==> src/rtl/mac_requant.sv <==
// mac_requant: rounds a 2IL.2FL accumulator to IL.FL (optional ReLU, saturation) into a small output FIFO.
// Latency: 2 cycles from accept to out_valid; throughput 1/cycle.
// Backpressure: in_ready is a credit check on registered occupancy + stage-1 valid; a pop frees a credit one cycle later.
module mac_requant #(
  parameter int IL    = 4,
  parameter int FL    = 16,
  parameter int DEPTH = 4
) (
  input  logic                     clk,
  input  logic                     reset,
  input  logic                     in_valid,
  input  logic [2*(IL+FL)-1:0]     acc,
  input  logic                     relu,
  output logic                     in_ready,
  output logic [IL+FL-1:0]         out_data,
  output logic                     out_valid,
  input  logic                     out_ready,
  input  logic                     clear_cnt,
  output logic [15:0]              sat_count
);

  localparam int W  = IL + FL;
  localparam int AW = $clog2(DEPTH);
  localparam int OW = $clog2(DEPTH + 1);

  localparam logic [OW:0]          DEPTH_C = (OW+1)'(DEPTH);
  localparam logic [OW-1:0]        FULL_C  = OW'(DEPTH);
  localparam logic signed [2*W:0]  HALF    = {{(2*W+1-FL){1'b0}}, 1'b1, {(FL-1){1'b0}}};
  localparam logic signed [2*W:0]  QMAX    = {{(W+2){1'b0}}, {(W-1){1'b1}}};
  localparam logic signed [2*W:0]  QMIN    = {{(W+2){1'b1}}, {(W-1){1'b0}}};

  logic                  accept;
  logic                  s1_vld;
  logic                  s1_neg;
  logic                  s1_relu;
  logic signed [2*W:0]   s1_r;

  logic signed [2*W:0]   q;
  logic [W-1:0]          res;
  logic                  res_sat;

  logic [W-1:0]          mem [DEPTH];
  logic [AW-1:0]         wr_ptr;
  logic [AW-1:0]         rd_ptr;
  logic [OW-1:0]         occ;
  logic                  push;
  logic                  pop;

  assign accept = in_valid && in_ready;

  // Stage 1: add the rounding half-LSB in 2W+1 bits so the sum cannot wrap.
  always_ff @(posedge clk or negedge reset) begin
    if (!reset) begin
      s1_vld  <= 1'b0;
      s1_neg  <= 1'b0;
      s1_relu <= 1'b0;
      s1_r    <= '0;
    end else begin
      s1_vld <= accept;
      if (accept) begin
        s1_r    <= $signed({acc[2*W-1], acc}) + HALF;
        s1_neg  <= acc[2*W-1];
        s1_relu <= relu;
      end
    end
  end

  // Stage 2: arithmetic shift gives round-half-up, then ReLU / clamp.
  always_comb begin
    q       = s1_r >>> FL;
    res     = q[W-1:0];
    res_sat = 1'b0;
    if (s1_relu && s1_neg) begin
      res = '0;
    end else if (q > QMAX) begin
      res     = {1'b0, {(W-1){1'b1}}};
      res_sat = 1'b1;
    end else if (q < QMIN) begin
      res     = {1'b1, {(W-1){1'b0}}};
      res_sat = 1'b1;
    end
  end

  assign push      = s1_vld;
  assign pop       = out_valid && out_ready;
  assign out_valid = (occ != '0);
  assign out_data  = out_valid ? mem[rd_ptr] : '0;
  assign in_ready  = reset && (({1'b0, occ} + {{OW{1'b0}}, s1_vld}) < DEPTH_C);

  always_ff @(posedge clk) begin
    if (push) mem[wr_ptr] <= res;
  end

  // Pointers wrap naturally because DEPTH is a power of two.
  always_ff @(posedge clk or negedge reset) begin
    if (!reset) begin
      wr_ptr <= '0;
      rd_ptr <= '0;
      occ    <= '0;
    end else begin
      if (push) wr_ptr <= wr_ptr + AW'(1);
      if (pop)  rd_ptr <= rd_ptr + AW'(1);
      case ({push, pop})
        2'b10:   occ <= occ + OW'(1);
        2'b01:   occ <= occ - OW'(1);
        default: occ <= occ;
      endcase
    end
  end

  always_ff @(posedge clk or negedge reset) begin
    if (!reset) begin
      sat_count <= '0;
    end else if (clear_cnt) begin
      sat_count <= '0;
    end else if (push && res_sat && (sat_count != 16'hFFFF)) begin
      sat_count <= sat_count + 16'd1;
    end
  end

  // The credit check guarantees a free slot whenever stage 1 holds a value.
  assert property (@(posedge clk) disable iff (!reset) !(push && (occ == FULL_C)));

endmodule

==> config.mk <==
export PLATFORM = sky130hd
export DESIGN_NAME = mac_requant
export DESIGN_NICKNAME = d
export VERILOG_FILES = /design/src/rtl/mac_requant.sv
export SDC_FILE = /design/constraint.sdc
export NUM_CORES = 1
export LEC_CHECK = 0
export ABC_AREA = 0
export CAP_MARGIN = 10
export CORE_MARGIN = 2
export CORE_UTILIZATION = 55
export CTS_CLUSTER_DIAMETER = 40
export CTS_CLUSTER_SIZE = 14
export DETAILED_ROUTE_END_ITERATION = 8
export GPL_ROUTABILITY_DRIVEN = 0
export PLACE_DENSITY = 0.86
export SYNTH_ARGS = -nofsm -noshare
export SYNTH_HDL_FRONTEND = slang
export SYNTH_SLANG_ARGS = --single-unit
export TNS_END_PERCENT = 10
==> constraint.sdc <==
create_clock -name clk -period 2.3 [get_ports clk]
set_clock_uncertainty 0.15 [all_clocks]
set_input_delay 0.345 -clock clk [delete_from_list [all_inputs] [get_ports clk]]
set_output_delay 0.345 -clock clk [all_outputs]
set_load 0.01 [all_outputs]
==> reports/summary.txt <==
vias in the first global route: 4,284
fin crit share: 107%
area of the multi-input gates: 0.00222 sq mm
status: finished with violations
CP Max Fanout: 5
failing checks: setup timing
Peak Freq: 404 MHz
average size of a mapped cell: 12.8 sq um
CP arrival: 1.98 ns
post-layout min period: 2.47 ns
most used routing layer: met2
crit-path leading delay family: multiplexers
Final ANT Viol Nets: 0
WP data required: 1.80 ns
total CTS buffers: 17
Critical Path Most Common Cell: buf_6
DP Cell Count: 677
# fillers: 719
clk sinks: 131
clock root buffer: clkbuf_8
Pre-antenna DRT Iters: 7
clk_lat worst skew: 0.52 ns
Crit. End Element: output port
sequential cell area: 0.00368 sq mm
Final nets: 617
Setup CP Type: reg2out
first-pass GRT wire length: 21,700 microns
vias per cell: 5.78
Seq/Total Area, Yosys: 61.5%
total grt overflow: 0
hold crit path type: in2reg
library cells used by synthesis: 39
Max IR drop VDD: 643 uV
initial core utilization: 55.7%
met1 Resource Use GR: 30.2%
IO Port Bufs: 68
layout cells sized above 1: 22.0%
grt met3 use: 4.52%
# setup viols final: 21
Fin. Hold Viols: 0
GR Util met2: 43.7%
Critical Path Max Stage Delay: 0.49 ns
Syn Nets: 523
Pins Over Slew Limit: 0
number of buffers and inverters on the critical path: 3
Critical Path Source Type: flop
num rows: 38
PD cells: 1270 mW/mm^2
Ports: 84
Post-Syn Instances: 469
worst-path cell chain: buf_6 > buf_16 > mux4_2 > and2_4 > buf_6
CTS tree: done
cell area after synthesis: 0.00598 sq mm
die area: 0.0117 sq mm
Inserted Diodes: 0
final WL: 13,500 microns
Critical-path top delay cell: mux4_2
CTS H-tree depth: 4
Core ar.: 0.0107 sq mm
Slew headroom: 57.7%
Total GRT Usage: 24.9%
synthesized flop and latch total: 131
RSZ-0062 raised after global routing: true
Finished Layout Cells: 716
drt drc: 0
DR WL/cell: 18.9 microns
Die Width: 108 microns
Slew @ Worst Pin: 0.635 ns
Clock Path Buffers: 2
max_cap viols: 0
fin util: 71.5%
Iteration-0 DRC Markers: 354
largest net degree at the start of global routing: 52
CTS clk-pin slew, worst paths: 0.06 ns
P&R area growth vs syn: 28.3%
initial antenna violation count: 0
Detailed Place HPWL: 8220 microns
Die H: 108 microns
synth warn: 0
via count: 4,135
final worst slack: -0.172 ns
leakage dissipation: 0.00291 uW
==> final timing paths <==
kind                       startpoint           to  slack, ns  depth (start not counted)
max                         rd_ptr[0]  out_data[8]      -0.17                          5
min                              relu      s1_relu       0.29                          2
max reg2reg                    occ[2]       occ[2]       0.15                          8
min reg2reg                  s1_r[33]     s1_r[33]       0.33                          2
max in group asynchronous       reset    rd_ptr[0]       1.13                          3
min in group asynchronous       reset     s1_r[39]       0.39                          3
==> final cells by class <==
| cell class | count | area share [%] |
|---|---|---|
| clock buffer | 17 | 5.39 |
| clock inverter | 15 | 2.79 |
| inverter | 10 | 0.489 |
| multi-input combinational | 307 | 29.0 |
| sequential | 131 | 47.9 |
| tap | 140 | 2.28 |
| timing repair buffer | 96 | 12.2 |
==> cell usage after synthesis (all sizes together) <==
| library cell | n | area share (%) |
|---|---|---|
| a221o | 1 | 0.19 |
| mux2i | 2 | 0.33 |
| o21ai | 30 | 2.5 |
| o31ai | 8 | 1.0 |
| and4 | 3 | 0.44 |
| edfxtp | 80 | 40 |
| xor2 | 22 | 3.2 |
| nor3 | 4 | 0.50 |
| nand2 | 45 | 2.9 |
| dfrtp | 51 | 21 |
| or3 | 6 | 0.63 |
| inv | 10 | 0.63 |
| fa | 1 | 0.33 |
| and2 | 26 | 2.7 |
| xnor2 | 7 | 1.0 |
| nand2b | 2 | 0.21 |
| nor4 | 2 | 0.31 |
| buf | 8 | 0.73 |
| clkbuf | 13 | 0.82 |
| ha | 7 | 1.5 |
| a21oi | 15 | 1.3 |
| or4 | 9 | 1.1 |
| nand3 | 15 | 1.3 |
| mux4 | 20 | 7.5 |
| nand4 | 18 | 1.9 |
| nor2b | 3 | 0.44 |
| mux2 | 6 | 1.3 |
| nand3b | 1 | 0.19 |
| nor2 | 48 | 3.0 |
| a311oi | 1 | 0.15 |
| and3 | 5 | 0.52 |
==> stage by stage <==
stage          power (uW)  cell area (sq um)  hold slack, ns  setup TNS [ns]  worst slack (ns)
5_1_grt             10200               7680           0.295           -3.88            -0.224
2_1_floorplan        5320               5980          -0.101               0             0.303
3_3_place_gp         6390               6930           0.313               0            0.0440
3_5_place_dp         6570               6930           0.325         -0.0163           -0.0163
6_report             9780               7680           0.289           -2.73            -0.172
4_1_cts              9830               7700           0.282           -3.90            -0.251
==> what timing repair did <==
item	4_1_cts	5_1_grt
buffers inserted	5	0
gates resized for setup	111	7
cloned	3	0
pin swaps	12	0
hold buffers	1	0
hold endpoints to repair	51	0
endpoints found under the setup margin	22	22
==> metal layers <==
layer / share of wire, % / vias up / wire length (microns)
met5: 0 / - / 0
met4: 1.9 / 0 / 252
met3: 4.7 / 30 / 637
met2: 53 / 150 / 7160
met1: 41 / 2048 / 5500
li1: - / 1907 / -
==> state kept, by name, indices dropped and copies added (netlist names) <==
signal	count
push	1
s1_r	25
wr_ptr	2
mem	80
s1_neg	1
s1_relu	1
rd_ptr	2
occ	3
sat_count	16
==> power by group <==
| group | switching (uW) | total [uW] | leakage (uW) | internal, uW |
|---|---|---|---|---|
| Clock | 1000 | 2860 | 0.000303 | 1860 |
| Sequential | 308 | 3610 | 0.00138 | 3310 |
| Combinational | 1700 | 3310 | 0.00123 | 1610 |
==> worst reg2reg max path, cell delays in order, from the launching register on <==
cell and delay [ns]:
dfrtp_1 0.41, or3_1 0.42, and2_1 0.21, ha_1 0.22, inv_1 0.08, fa_1 0.17, xor2_1 0.15, nor2_1 0.06
xor2_1 0.15
==> cells in the final DEF, fill, tap and decap left out, drive strengths merged, types with 6 or more instances in the layout <==
cell | Yosys | routed
a21oi | 15 | 15
and2 | 26 | 26
buf | 8 | 48
clkbuf | 13 | 17
clkdlybuf4s50 | 0 | 45
clkinv | 0 | 8
dfrtp | 51 | 51
edfxtp | 80 | 80
ha | 7 | 7
inv | 10 | 10
mux2 | 6 | 6
mux4 | 20 | 20
nand2 | 45 | 45
nand3 | 15 | 15
nand4 | 18 | 18
nor2 | 48 | 48
o21ai | 30 | 30
o31ai | 8 | 8
or3 | 6 | 6
or4 | 9 | 9
xnor2 | 7 | 7
xor2 | 22 | 22
==> kinds of logic (layout without fill, tap and decap cells) <==
group	count (synthesis)	in the layout	synth area share [%]
and+or+nand+nor	187	187	16.1
DFF	131	131	61.5
AOI/OAI and AO/OA	55	55	5.10
buffers and inverters	31	138	2.17
xor gates and xnor gates	29	29	4.24
muxes	28	28	9.12
adders and majority gates	8	8	1.80
No activity file was read; power rests on OpenSTA's default activity.
